File: config.mk
export PLATFORM = sky130hd
export DESIGN_NAME = lz77_search_scheduler
export DESIGN_NICKNAME = d
export VERILOG_FILES = /design/src/rtl/lz77_search_scheduler.sv
export SDC_FILE = /design/constraint.sdc
export NUM_CORES = 1
export LEC_CHECK = 0
export CAP_MARGIN = 25
export CORE_UTILIZATION = 50
export CTS_BUF_LIST = sky130_fd_sc_hd__clkbuf_16
export CTS_CLUSTER_DIAMETER = 80
export DETAILED_ROUTE_END_ITERATION = 7
export PLACE_DENSITY_LB_ADDON = 0.08
export SYNTH_ARGS = -nofsm -noshare
export SYNTH_HDL_FRONTEND = slang
export SYNTH_SLANG_ARGS = --single-unit
File: constraint.sdc
create_clock -name clock -period 3.2 [get_ports clock]
set_input_delay 0.48 -clock clock [delete_from_list [all_inputs] [get_ports clock]]
set_output_delay 0.48 -clock clock [all_outputs]
set_load 0.01 [all_outputs]
File: src/rtl/lz77_search_scheduler.sv
`default_nettype none
// ============================================================================
// Module : lz77_search_scheduler
// Brief  : Buffers lookahead bytes, drives the pattern search, emits LZ77 tokens
//          and commits consumed bytes to the search history.
// Rev    : 1.0
// ============================================================================
module lz77_search_scheduler #(
    parameter int HISTORY_DEPTH = 4096,
    parameter int INDEX_WIDTH   = 12,
    parameter int MAX_PATTERN   = 7,
    parameter int LEN_WIDTH     = 3,
    parameter int MIN_MATCH     = 2
) (
    input  logic                     clock,
    input  logic                     reset,
    input  logic                     inDataValid,
    output logic                     inDataReady,
    input  logic [7:0]               inData,
    input  logic                     inDataLast,
    output logic                     searchWriteDataValid,
    input  logic                     searchWriteDataReady,
    output logic [7:0]               searchWriteData,
    output logic                     searchPatternValid,
    input  logic                     searchPatternReady,
    output logic [8*MAX_PATTERN-1:0] searchPatternData,
    output logic [LEN_WIDTH-1:0]     searchPatternLength,
    input  logic                     searchResultValid,
    output logic                     searchResultReady,
    input  logic [INDEX_WIDTH-1:0]   searchResultIndex,
    input  logic [LEN_WIDTH-1:0]     searchResultLength,
    output logic                     tokenValid,
    input  logic                     tokenReady,
    output logic                     tokenIsMatch,
    output logic [7:0]               tokenLiteral,
    output logic [INDEX_WIDTH-1:0]   tokenIndex,
    output logic [LEN_WIDTH-1:0]     tokenLength,
    output logic                     tokenLast,
    output logic                     busy
);
    localparam int HIST_W = $clog2(HISTORY_DEPTH + 1);
    localparam int LA_W   = 8 * MAX_PATTERN;

    localparam logic [2:0] S_FILL   = 3'd0;
    localparam logic [2:0] S_SEARCH = 3'd1;
    localparam logic [2:0] S_WAIT   = 3'd2;
    localparam logic [2:0] S_EMIT   = 3'd3;
    localparam logic [2:0] S_COMMIT = 3'd4;

    logic [2:0]             state_q, state_d;
    logic [LA_W-1:0]        la_q, la_d;
    logic [LEN_WIDTH-1:0]   count_q, count_d;
    logic [LEN_WIDTH-1:0]   remaining_q, remaining_d;
    logic                   last_seen_q, last_seen_d;
    logic [HIST_W-1:0]      hist_q, hist_d;
    logic                   tok_match_q, tok_match_d;
    logic [7:0]             tok_lit_q, tok_lit_d;
    logic [INDEX_WIDTH-1:0] tok_idx_q, tok_idx_d;
    logic [LEN_WIDTH-1:0]   tok_len_q, tok_len_d;
    logic                   tok_last_q, tok_last_d;
    logic [LEN_WIDTH-1:0]   res_len;

    always_ff @(posedge clock or negedge reset) begin
        if (!reset) begin
            state_q     <= S_FILL;
            la_q        <= '0;
            count_q     <= '0;
            remaining_q <= '0;
            last_seen_q <= 1'b0;
            hist_q      <= '0;
            tok_match_q <= 1'b0;
            tok_lit_q   <= '0;
            tok_idx_q   <= '0;
            tok_len_q   <= '0;
            tok_last_q  <= 1'b0;
        end else begin
            state_q     <= state_d;
            la_q        <= la_d;
            count_q     <= count_d;
            remaining_q <= remaining_d;
            last_seen_q <= last_seen_d;
            hist_q      <= hist_d;
            tok_match_q <= tok_match_d;
            tok_lit_q   <= tok_lit_d;
            tok_idx_q   <= tok_idx_d;
            tok_len_q   <= tok_len_d;
            tok_last_q  <= tok_last_d;
        end
    end

    always_comb begin
        state_d     = state_q;
        la_d        = la_q;
        count_d     = count_q;
        remaining_d = remaining_q;
        last_seen_d = last_seen_q;
        hist_d      = hist_q;
        tok_match_d = tok_match_q;
        tok_lit_d   = tok_lit_q;
        tok_idx_d   = tok_idx_q;
        tok_len_d   = tok_len_q;
        tok_last_d  = tok_last_q;
        res_len     = (searchResultLength > count_q) ? count_q : searchResultLength;
        case (state_q)
            S_FILL: begin
                if (inDataReady && inDataValid) begin
                    for (int i = 0; i < MAX_PATTERN; i++) begin
                        if (count_q == LEN_WIDTH'(i)) la_d[8*i +: 8] = inData;
                    end
                    count_d     = count_q + 1'b1;
                    last_seen_d = last_seen_q | inDataLast;
                end
                // Next-cycle values let a just-accepted byte start the search immediately.
                if ((count_d == LEN_WIDTH'(MAX_PATTERN)) || (last_seen_d && (count_d != '0))) begin
                    if (hist_q == '0) begin
                        state_d     = S_EMIT;
                        tok_match_d = 1'b0;
                        tok_lit_d   = la_d[7:0];
                        tok_idx_d   = '0;
                        tok_len_d   = LEN_WIDTH'(1);
                        tok_last_d  = last_seen_d && (count_d == LEN_WIDTH'(1));
                    end else begin
                        state_d = S_SEARCH;
                    end
                end
            end
            S_SEARCH: begin
                if (searchPatternReady) state_d = S_WAIT;
            end
            S_WAIT: begin
                if (searchResultValid) begin
                    state_d = S_EMIT;
                    if (res_len >= LEN_WIDTH'(MIN_MATCH)) begin
                        tok_match_d = 1'b1;
                        tok_lit_d   = '0;
                        tok_idx_d   = searchResultIndex;
                        tok_len_d   = res_len;
                        tok_last_d  = last_seen_q && (res_len == count_q);
                    end else begin
                        tok_match_d = 1'b0;
                        tok_lit_d   = la_q[7:0];
                        tok_idx_d   = '0;
                        tok_len_d   = LEN_WIDTH'(1);
                        tok_last_d  = last_seen_q && (count_q == LEN_WIDTH'(1));
                    end
                end
            end
            S_EMIT: begin
                if (tokenReady) begin
                    state_d     = S_COMMIT;
                    remaining_d = tok_len_q;
                end
            end
            S_COMMIT: begin
                if (searchWriteDataReady) begin
                    la_d        = la_q >> 8;
                    count_d     = count_q - 1'b1;
                    remaining_d = remaining_q - 1'b1;
                    if (hist_q != HIST_W'(HISTORY_DEPTH)) hist_d = hist_q + 1'b1;
                    if (remaining_q == LEN_WIDTH'(1)) begin
                        state_d = S_FILL;
                        // The page is finished: the next byte starts a fresh history.
                        if (tok_last_q) begin
                            last_seen_d = 1'b0;
                            hist_d      = '0;
                        end
                    end
                end
            end
            default: state_d = S_FILL;
        endcase
    end

    always_comb begin
        inDataReady          = 1'b0;
        searchPatternValid   = 1'b0;
        searchResultReady    = 1'b0;
        tokenValid           = 1'b0;
        searchWriteDataValid = 1'b0;
        case (state_q)
            S_FILL:   inDataReady = reset && (count_q < LEN_WIDTH'(MAX_PATTERN)) && !last_seen_q;
            S_SEARCH: searchPatternValid = 1'b1;
            S_WAIT:   searchResultReady = 1'b1;
            S_EMIT:   tokenValid = 1'b1;
            S_COMMIT: searchWriteDataValid = 1'b1;
            default:  inDataReady = 1'b0;
        endcase
    end

    assign searchPatternData   = la_q;
    assign searchPatternLength = count_q;
    assign searchWriteData     = la_q[7:0];
    assign tokenIsMatch        = tok_match_q;
    assign tokenLiteral        = tok_lit_q;
    assign tokenIndex          = tok_idx_q;
    assign tokenLength         = tok_len_q;
    assign tokenLast           = tok_last_q;
    assign busy                = (state_q != S_FILL) || (count_q != '0);

endmodule
`default_nettype wire

==> results of run 1 <==
## Yosys cell counts (3+ instances only)
library cell,count
sky130_fd_sc_hd__a21oi_1,74
sky130_fd_sc_hd__a22o_1,22
sky130_fd_sc_hd__a22oi_1,9
sky130_fd_sc_hd__and2_0,8
sky130_fd_sc_hd__buf_1,3
sky130_fd_sc_hd__buf_2,9
sky130_fd_sc_hd__buf_4,8
sky130_fd_sc_hd__clkbuf_1,13
sky130_fd_sc_hd__dfrtp_1,104
sky130_fd_sc_hd__ha_1,13
sky130_fd_sc_hd__inv_1,13
sky130_fd_sc_hd__mux2_2,14
sky130_fd_sc_hd__mux2_4,5
sky130_fd_sc_hd__nand2_1,53
sky130_fd_sc_hd__nand3_1,14
sky130_fd_sc_hd__nand4_1,5
sky130_fd_sc_hd__nor2_1,43
sky130_fd_sc_hd__nor3_1,6
sky130_fd_sc_hd__o211ai_1,3
sky130_fd_sc_hd__o21ai_0,44
sky130_fd_sc_hd__or3_1,5
sky130_fd_sc_hd__xnor2_1,8
sky130_fd_sc_hd__xor2_1,3
## worst reg2reg max path, stage by stage (launching register included)
cell and delay [ns]:
sky130_fd_sc_hd__dfrtp_1 0.57, sky130_fd_sc_hd__inv_1 0.14, sky130_fd_sc_hd__or3_1 0.44, sky130_fd_sc_hd__nor2_1 0.28, sky130_fd_sc_hd__a21oi_1 0.15, sky130_fd_sc_hd__o21ai_4 0.64
sky130_fd_sc_hd__mux2_2 0.43
## final cells by class
| type | instances | area share |
|---|---|---|
| timing repair buffer | 141 | 0.203 |
| clock inverter | 7 | 0.0138 |
| sequential | 104 | 0.377 |
| multi-input combinational | 377 | 0.342 |
| clock buffer | 9 | 0.0326 |
| inverter | 14 | 0.00761 |
| tap | 133 | 0.0241 |
## through the flow
step / power [mW] / util / setup WS [ns]
2_1_floorplan: 3.25 / - / 0.687
3_3_place_gp: 4.17 / 0.657 / 0.303
3_5_place_dp: 4.24 / 0.657 / 0.162
4_1_cts: 5.42 / 0.691 / 0.252
5_1_grt: 5.75 / 0.693 / 0.0921
6_report: 5.41 / 0.693 / 0.262
## registers in the layout, summed over array words and instances, names as in the netlist
register	count
hist_q	13
tokenLiteral	8
tokenIsMatch	1
last_seen_q	1
searchPatternLength	3
remaining_q	3
tokenIndex	12
searchPatternData	56
tokenLength	3
state_q	3
tokenLast	1
## power by group through the flow
stage	Clock, mW	Sequential [mW]	Combinational, mW
floorplan	0	2.01	1.23
global placement	0	1.95	2.21
detailed placement	0	1.98	2.27
CTS	1.19	1.95	2.28
global route	1.25	2.01	2.50
finish	1.17	1.96	2.29
## final timing paths
kind,depth (start not counted),slack [ns],start,to
setup / recovery,9,0.26,reset,tokenLiteral[1]
hold / removal,2,0.48,reset,tokenIndex[1]
setup reg to reg,6,0.43,state_q[1],tokenLiteral[1]
hold reg to reg,1,0.50,tokenIndex[11],tokenIndex[11]
max in group asynchronous,4,1.94,reset,searchPatternData[21]
min in group clock,1,0.50,tokenIndex[11],tokenIndex[11]
## metal layers
layer | GRT usage | up-vias | part of all wire
li1 | - | 2125 | -
met1 | 0.338 | 2165 | 0.45
met2 | 0.418 | 135 | 0.48
met3 | 0.0664 | 15 | 0.057
met4 | 0.0582 | 0 | 0.011
met5 | 0 | - | 0
## cell families after synthesis
| family | Yosys count | share of synthesized area |
|---|---|---|
| flops | 104 | 0.500 |
| mux | 21 | 0.0485 |
| xor+xnor | 11 | 0.0185 |
| compound gates | 178 | 0.214 |
| buf+inv | 50 | 0.0471 |
| simple gates | 154 | 0.141 |
| fa+ha+maj | 13 | 0.0312 |
==> impl_summary.log, run 1 <==
[metrics] Pwr Density: 784 mW/mm^2
[metrics] stage delay of the slowest cell on the critical path: 0.64 ns
[metrics] Post-synth top flop: sky130_fd_sc_hd__dfrtp_1
[metrics] Post-CTS Setup Inserts: 0
[metrics] Cell Area, Placed: 0.00654 sq mm
[metrics] Post-route DRC: 0
[metrics] critical path launch point type: primary input
[metrics] area of the multi-input gates: 0.00236 sq mm
[metrics] cell-by-cell trace of the critical path: dlygate4sd3_1, buf_4, buf_4, nand2b_1, a22o_1, o22ai_1, a21oi_1, o21ai_4, mux2_2
[metrics] top-level port count: 129
[metrics] total via count after detailed routing: 4440
[metrics] count of antenna-violating nets left after detailed routing: 0
[metrics] die area: 0.0108 sq mm
[metrics] vias per cell: 5.66
[metrics] Netlist Area Pre-Place: 0.00521 sq mm
[metrics] final sum of negative setup slack: 0 ns
[metrics] Worst EP required: 3.42 ns
[metrics] critical-path maximum fanout: 25
[metrics] # resized after CTS: 0
[metrics] Final Setup Violations: 0
[metrics] std cell rows: 36
[metrics] wire length of the first global-routing pass: 22100 um
[metrics] switching share of power: 0.363
[metrics] number of library cell types mapped by synthesis: 62
[metrics] total CTS buffers: 9
[metrics] number of buffers and inverters on the critical path: 3
[metrics] most common library cell in the layout ignoring fill and taps: sky130_fd_sc_hd__clkdlybuf4s50_1
[metrics] top cell type by total area after synthesis: sky130_fd_sc_hd__dfrtp_1
[metrics] WL per Instance: 16.9 um
[metrics] DP Cell Count: 767
[metrics] unrepaired setup endpoints after global routing: no
[metrics] Final Routed Wirelength: 13300 um
[metrics] register clock-pin slew on the reported worst setup and hold paths: 0.07 ns
[metrics] First DRT Iteration DRCs: 212
[metrics] Final Hold Fails: 0
[metrics] root cell of the clock tree: sky130_fd_sc_hd__clkbuf_16
[metrics] cell-internal power: 3.45 mW
[metrics] actual slew at the worst max-slew pin: 0.824 ns
[metrics] chip width: 104 um
[metrics] Ant. Diodes: 0
[metrics] iteration count of the initial detailed-routing pass: 4
[metrics] CTS tree: done
[metrics] power share of the sequential group: 0.362
[metrics] Post-Route Hold Slack: 0.477 ns
[metrics] class of the tightest hold or removal check: primary input to async pin
[metrics] Post-synth EDFFs: 0
[metrics] portion of total power attributed to the clock network: 0.215
[metrics] number of buffers inserted by port buffering: 128
[metrics] max_slew headroom: 0.448
[metrics] vias in the first global route: 4332
[metrics] number of max-slew violations in the final report: 0
[metrics] switching pwr: 1.96 mW
[metrics] critical path class: primary input to register
[metrics] net count after synthesis: 575
[metrics] maximum number of pins on one net before global-route repair: 85
[metrics] average size of a mapped cell: 9.81 sq um
[metrics] total number of clock tree sinks: 104
[metrics] count of filler cells inserted in the layout: 796
[metrics] sequential area share after synthesis: 0.500
[metrics] Yosys warnings: 0
[metrics] cells taking the most area after synthesis: sky130_fd_sc_hd__dfrtp_1 50%, sky130_fd_sc_hd__a21oi_1 7.1%, sky130_fd_sc_hd__o21ai_0 4.2%, sky130_fd_sc_hd__nand2_1 3.8%, sky130_fd_sc_hd__a22o_1 3.7%
[metrics] commonest cells after routing, fill and taps aside: 127 x sky130_fd_sc_hd__clkdlybuf4s50_1, 104 x sky130_fd_sc_hd__dfrtp_1, 74 x sky130_fd_sc_hd__a21oi_1
[metrics] FF/Latch Area: 0.00260 sq mm
[metrics] fraction of final layout cells sized beyond drive strength 1: 0.0844
[metrics] initial antenna violation count: 0
[metrics] FF+latch count, synth: 104
[metrics] status: finished, final reports clean
[metrics] final period utilization: 0.918
[metrics] Max stage delay cell, worst path: sky130_fd_sc_hd__o21ai_4
[metrics] number of H-tree branching levels: 3
[metrics] final cell count without fillers: 785
[metrics] Static Leakage: 2.90 nW
[metrics] sort of element at the end of the critical path: register
[metrics] Bufs on Longest Clock Path: 2
[metrics] RD Place Congestion: 0.922
[metrics] total half-perimeter wirelength after legalization and detailed placement: 9420 um
[metrics] worst endpoint data arrival time: 3.16 ns
[metrics] library cell appearing most often on the critical path: sky130_fd_sc_hd__buf_4
[metrics] post-layout minimum cycle time: 2.94 ns
[metrics] Clock Skews: 0.00875 ns
[metrics] GRT Resource Usage Total: 0.254
[metrics] die outline height: 104 um
[metrics] MaxCap Viol Count: 0
[metrics] core area: 0.00995 sq mm
[metrics] total global routing overflow: 0
[metrics] ys async rst share: 1.00
[metrics] fraction of post-synthesis cell area in the top cell type by area: 0.500
[metrics] initial core utilization: 0.523
[metrics] worst-skew pair later-pin latency: 0.34 ns
[metrics] gate count after technology mapping: 531
[metrics] Layout Area Growth over Synthesis: 32.5%
[metrics] post-route cell area: 0.00690 sq mm
[metrics] Max IR drop VDD: 0.506 mV
[metrics] cts hold-fix bufs: 1
[metrics] number of nets in the layout: 691
[metrics] largest delay contributor family on the critical path: compound AO/OA/AOI/OAI gates
[metrics] Achievable Freq: 0.340 GHz
[metrics] combinational fraction of design power: 0.423
(Power assumes the default switching activity.)
==> run 2: changes to the inputs <==
- SLEW_MARGIN: not set -> 20
==> impl_summary.log, run 2 (synthesized netlist as in run 1, its figures left out) <==
[metrics] status: finished, final reports clean
[metrics] worst-skew pair later-pin latency: 0.35 ns (about the same)
[metrics] Worst EP required: 3.43 ns (about the same)
[metrics] std cell rows: 36 (unchanged)
[metrics] GRT Resource Usage Total: 0.254 (unchanged)
[metrics] # resized after CTS: 0 (unchanged)
[metrics] First DRT Iteration DRCs: 195 (-8.0%)
[metrics] RD Place Congestion: 0.922 (unchanged)
[metrics] Post-route DRC: 0 (unchanged)
[metrics] Final Setup Violations: 0 (unchanged)
[metrics] WL per Instance: 16.9 um (about the same)
[metrics] actual slew at the worst max-slew pin: 0.822 ns (-0.00192 ns)
[metrics] Post-Route Hold Slack: 0.481 ns (+0.00437 ns)
[metrics] critical path launch point type: primary input
[metrics] Static Leakage: 2.89 nW (-0.39%)
[metrics] commonest cells after routing, fill and taps aside: 127 x sky130_fd_sc_hd__clkdlybuf4s50_1, 104 x sky130_fd_sc_hd__dfrtp_1, 74 x sky130_fd_sc_hd__a21oi_1
[metrics] most common library cell in the layout ignoring fill and taps: sky130_fd_sc_hd__clkdlybuf4s50_1
[metrics] sort of element at the end of the critical path: register
[metrics] final sum of negative setup slack: 0 ns (unchanged)
[metrics] CTS tree: done
[metrics] number of nets in the layout: 690 (-0.14%)
[metrics] number of H-tree branching levels: 3 (unchanged)
[metrics] vias in the first global route: 4332 (unchanged)
[metrics] iteration count of the initial detailed-routing pass: 5 (+1)
[metrics] final period utilization: 0.925 (+0.00712)
[metrics] Clock Skews: 0.00892 ns (+0.000170 ns)
[metrics] total CTS buffers: 9 (unchanged)
[metrics] worst endpoint data arrival time: 3.19 ns (+0.03 ns)
[metrics] class of the tightest hold or removal check: primary input to async pin
[metrics] Max IR drop VDD: 0.507 mV (+0.17%)
[metrics] critical path class: primary input to register
[metrics] register clock-pin slew on the reported worst setup and hold paths: 0.06 ns (about the same)
[metrics] post-layout minimum cycle time: 2.96 ns (+0.0228 ns)
[metrics] chip width: 104 um (unchanged)
[metrics] count of antenna-violating nets left after detailed routing: 0 (unchanged)
[metrics] Cell Area, Placed: 0.00654 sq mm (unchanged)
[metrics] wire length of the first global-routing pass: 22100 um (unchanged)
[metrics] initial core utilization: 0.523 (unchanged)
[metrics] vias per cell: 5.65 (about the same)
[metrics] root cell of the clock tree: sky130_fd_sc_hd__clkbuf_16
[metrics] number of buffers inserted by port buffering: 128 (unchanged)
[metrics] total via count after detailed routing: 4432 (-0.18%)
[metrics] die outline height: 104 um (unchanged)
[metrics] count of filler cells inserted in the layout: 796 (unchanged)
[metrics] unrepaired setup endpoints after global routing: no
[metrics] Pwr Density: 787 mW/mm^2 (+0.32%)
[metrics] post-route cell area: 0.00688 sq mm (-0.34%)
[metrics] MaxCap Viol Count: 0 (unchanged)
[metrics] Final Routed Wirelength: 13300 um (about the same)
[metrics] total number of clock tree sinks: 104 (unchanged)
[metrics] fraction of final layout cells sized beyond drive strength 1: 0.0829 (-0.00141)
[metrics] total half-perimeter wirelength after legalization and detailed placement: 9420 um (unchanged)
[metrics] Setup Slack @ Placement: 0.162 ns (unchanged)
[metrics] Final Hold Fails: 0 (unchanged)
[metrics] Ant. Diodes: 0 (unchanged)
[metrics] core area: 0.00995 sq mm (unchanged)
[metrics] initial antenna violation count: 0 (unchanged)
[metrics] Achievable Freq: 0.338 GHz (-0.77%)
[metrics] number of max-slew violations in the final report: 0 (unchanged)
[metrics] maximum number of pins on one net before global-route repair: 85 (unchanged)
[metrics] number of flip-flops under the largest register name: 56 (unchanged)
[metrics] critical-path maximum fanout: 25 (unchanged)
[metrics] die area: 0.0108 sq mm (unchanged)
[metrics] minimum setup slack in the final design: 0.240 ns (-0.0228 ns)
[metrics] Bufs on Longest Clock Path: 2 (unchanged)
[metrics] total global routing overflow: 0 (unchanged)
[metrics] Layout Area Growth over Synthesis: 32.0%
[metrics] max_slew headroom: 0.450 (+0.00128)
[metrics] top-level port count: 129 (unchanged)
run 2: cell count changes in the layout (fill, tap and decap cells not counted):
cell / delta
sky130_fd_sc_hd__buf_16: -1
sky130_fd_sc_hd__buf_4: -1
sky130_fd_sc_hd__buf_6: +1
run 2: cell type report:
cell class / count / area [sq um] / share of cell area
clock buffers: 9 / 225 / 0.0327
clock inverters: 7 / 95.1 / 0.0138
inverters: 14 / 52.6 / 0.00764
multi-input cells: 377 / 2360 / 0.343
flip-flops and latches: 104 / 2600 / 0.378
well taps: 133 / 166 / 0.0242
repair buffers: 140 / 1380 / 0.200
run 2: stage by stage:
| stage | cells | util | power (mW) |
|---|---|---|---|
| 3_5_place_dp | 767 | 0.657 | 4.24 |
| 3_3_place_gp | 767 | 0.657 | 4.17 |
| 6_report | 784 | 0.691 | 5.41 |
| 2_1_floorplan | 531 | - | 3.25 |
| 5_1_grt | 784 | 0.691 | 5.75 |
| 4_1_cts | 784 | 0.691 | 5.42 |
run 2: repair_timing:
action                                 in CTS  in global routing
setup buffers                               0                  0
endpoints found under the hold margin       2                  0
hold buffers                                1                  0
run 2: path summary, 6_finish.rpt:
| path | startpoint | end | slack [ns] | depth (start not counted) |
|---|---|---|---|---|
| max reg2reg | state_q[1] | tokenLiteral[0] | 0.42 | 6 |
| max in group asynchronous | reset | searchPatternData[18] | 1.81 | 3 |
| max | reset | tokenLiteral[0] | 0.24 | 9 |
| min | reset | tokenIndex[1] | 0.48 | 2 |
| min reg2reg | tokenIndex[11] | tokenIndex[11] | 0.50 | 1 |
| min in group clock | tokenIndex[11] | tokenIndex[11] | 0.50 | 1 |
run 2: worst max-delay path, cell delays in order:
cell	delay, ns
sky130_fd_sc_hd__dlygate4sd3_1	0.53
sky130_fd_sc_hd__buf_4	0.15
sky130_fd_sc_hd__buf_4	0.27
sky130_fd_sc_hd__nand2b_1	0.11
sky130_fd_sc_hd__a22o_1	0.26
sky130_fd_sc_hd__o22ai_1	0.16
sky130_fd_sc_hd__a21oi_1	0.16
sky130_fd_sc_hd__o21ai_4	0.66
sky130_fd_sc_hd__mux2_2	0.41
run 2: metal layers:
layer / GRT usage / vias up / share of wire
met5: 0 / - / 0
met4: 0.0582 / 0 / 0.0081
met3: 0.0664 / 10 / 0.059
met2: 0.418 / 151 / 0.48
met1: 0.338 / 2146 / 0.45
li1: - / 2125 / -
run 2: power by group:
group | internal (mW) | total (mW) | switching [mW]
clock | 0.685 | 1.17 | 0.480
sequential | 1.65 | 1.96 | 0.308
combinational | 1.11 | 2.29 | 1.18
total | 3.45 | 5.41 | 1.97
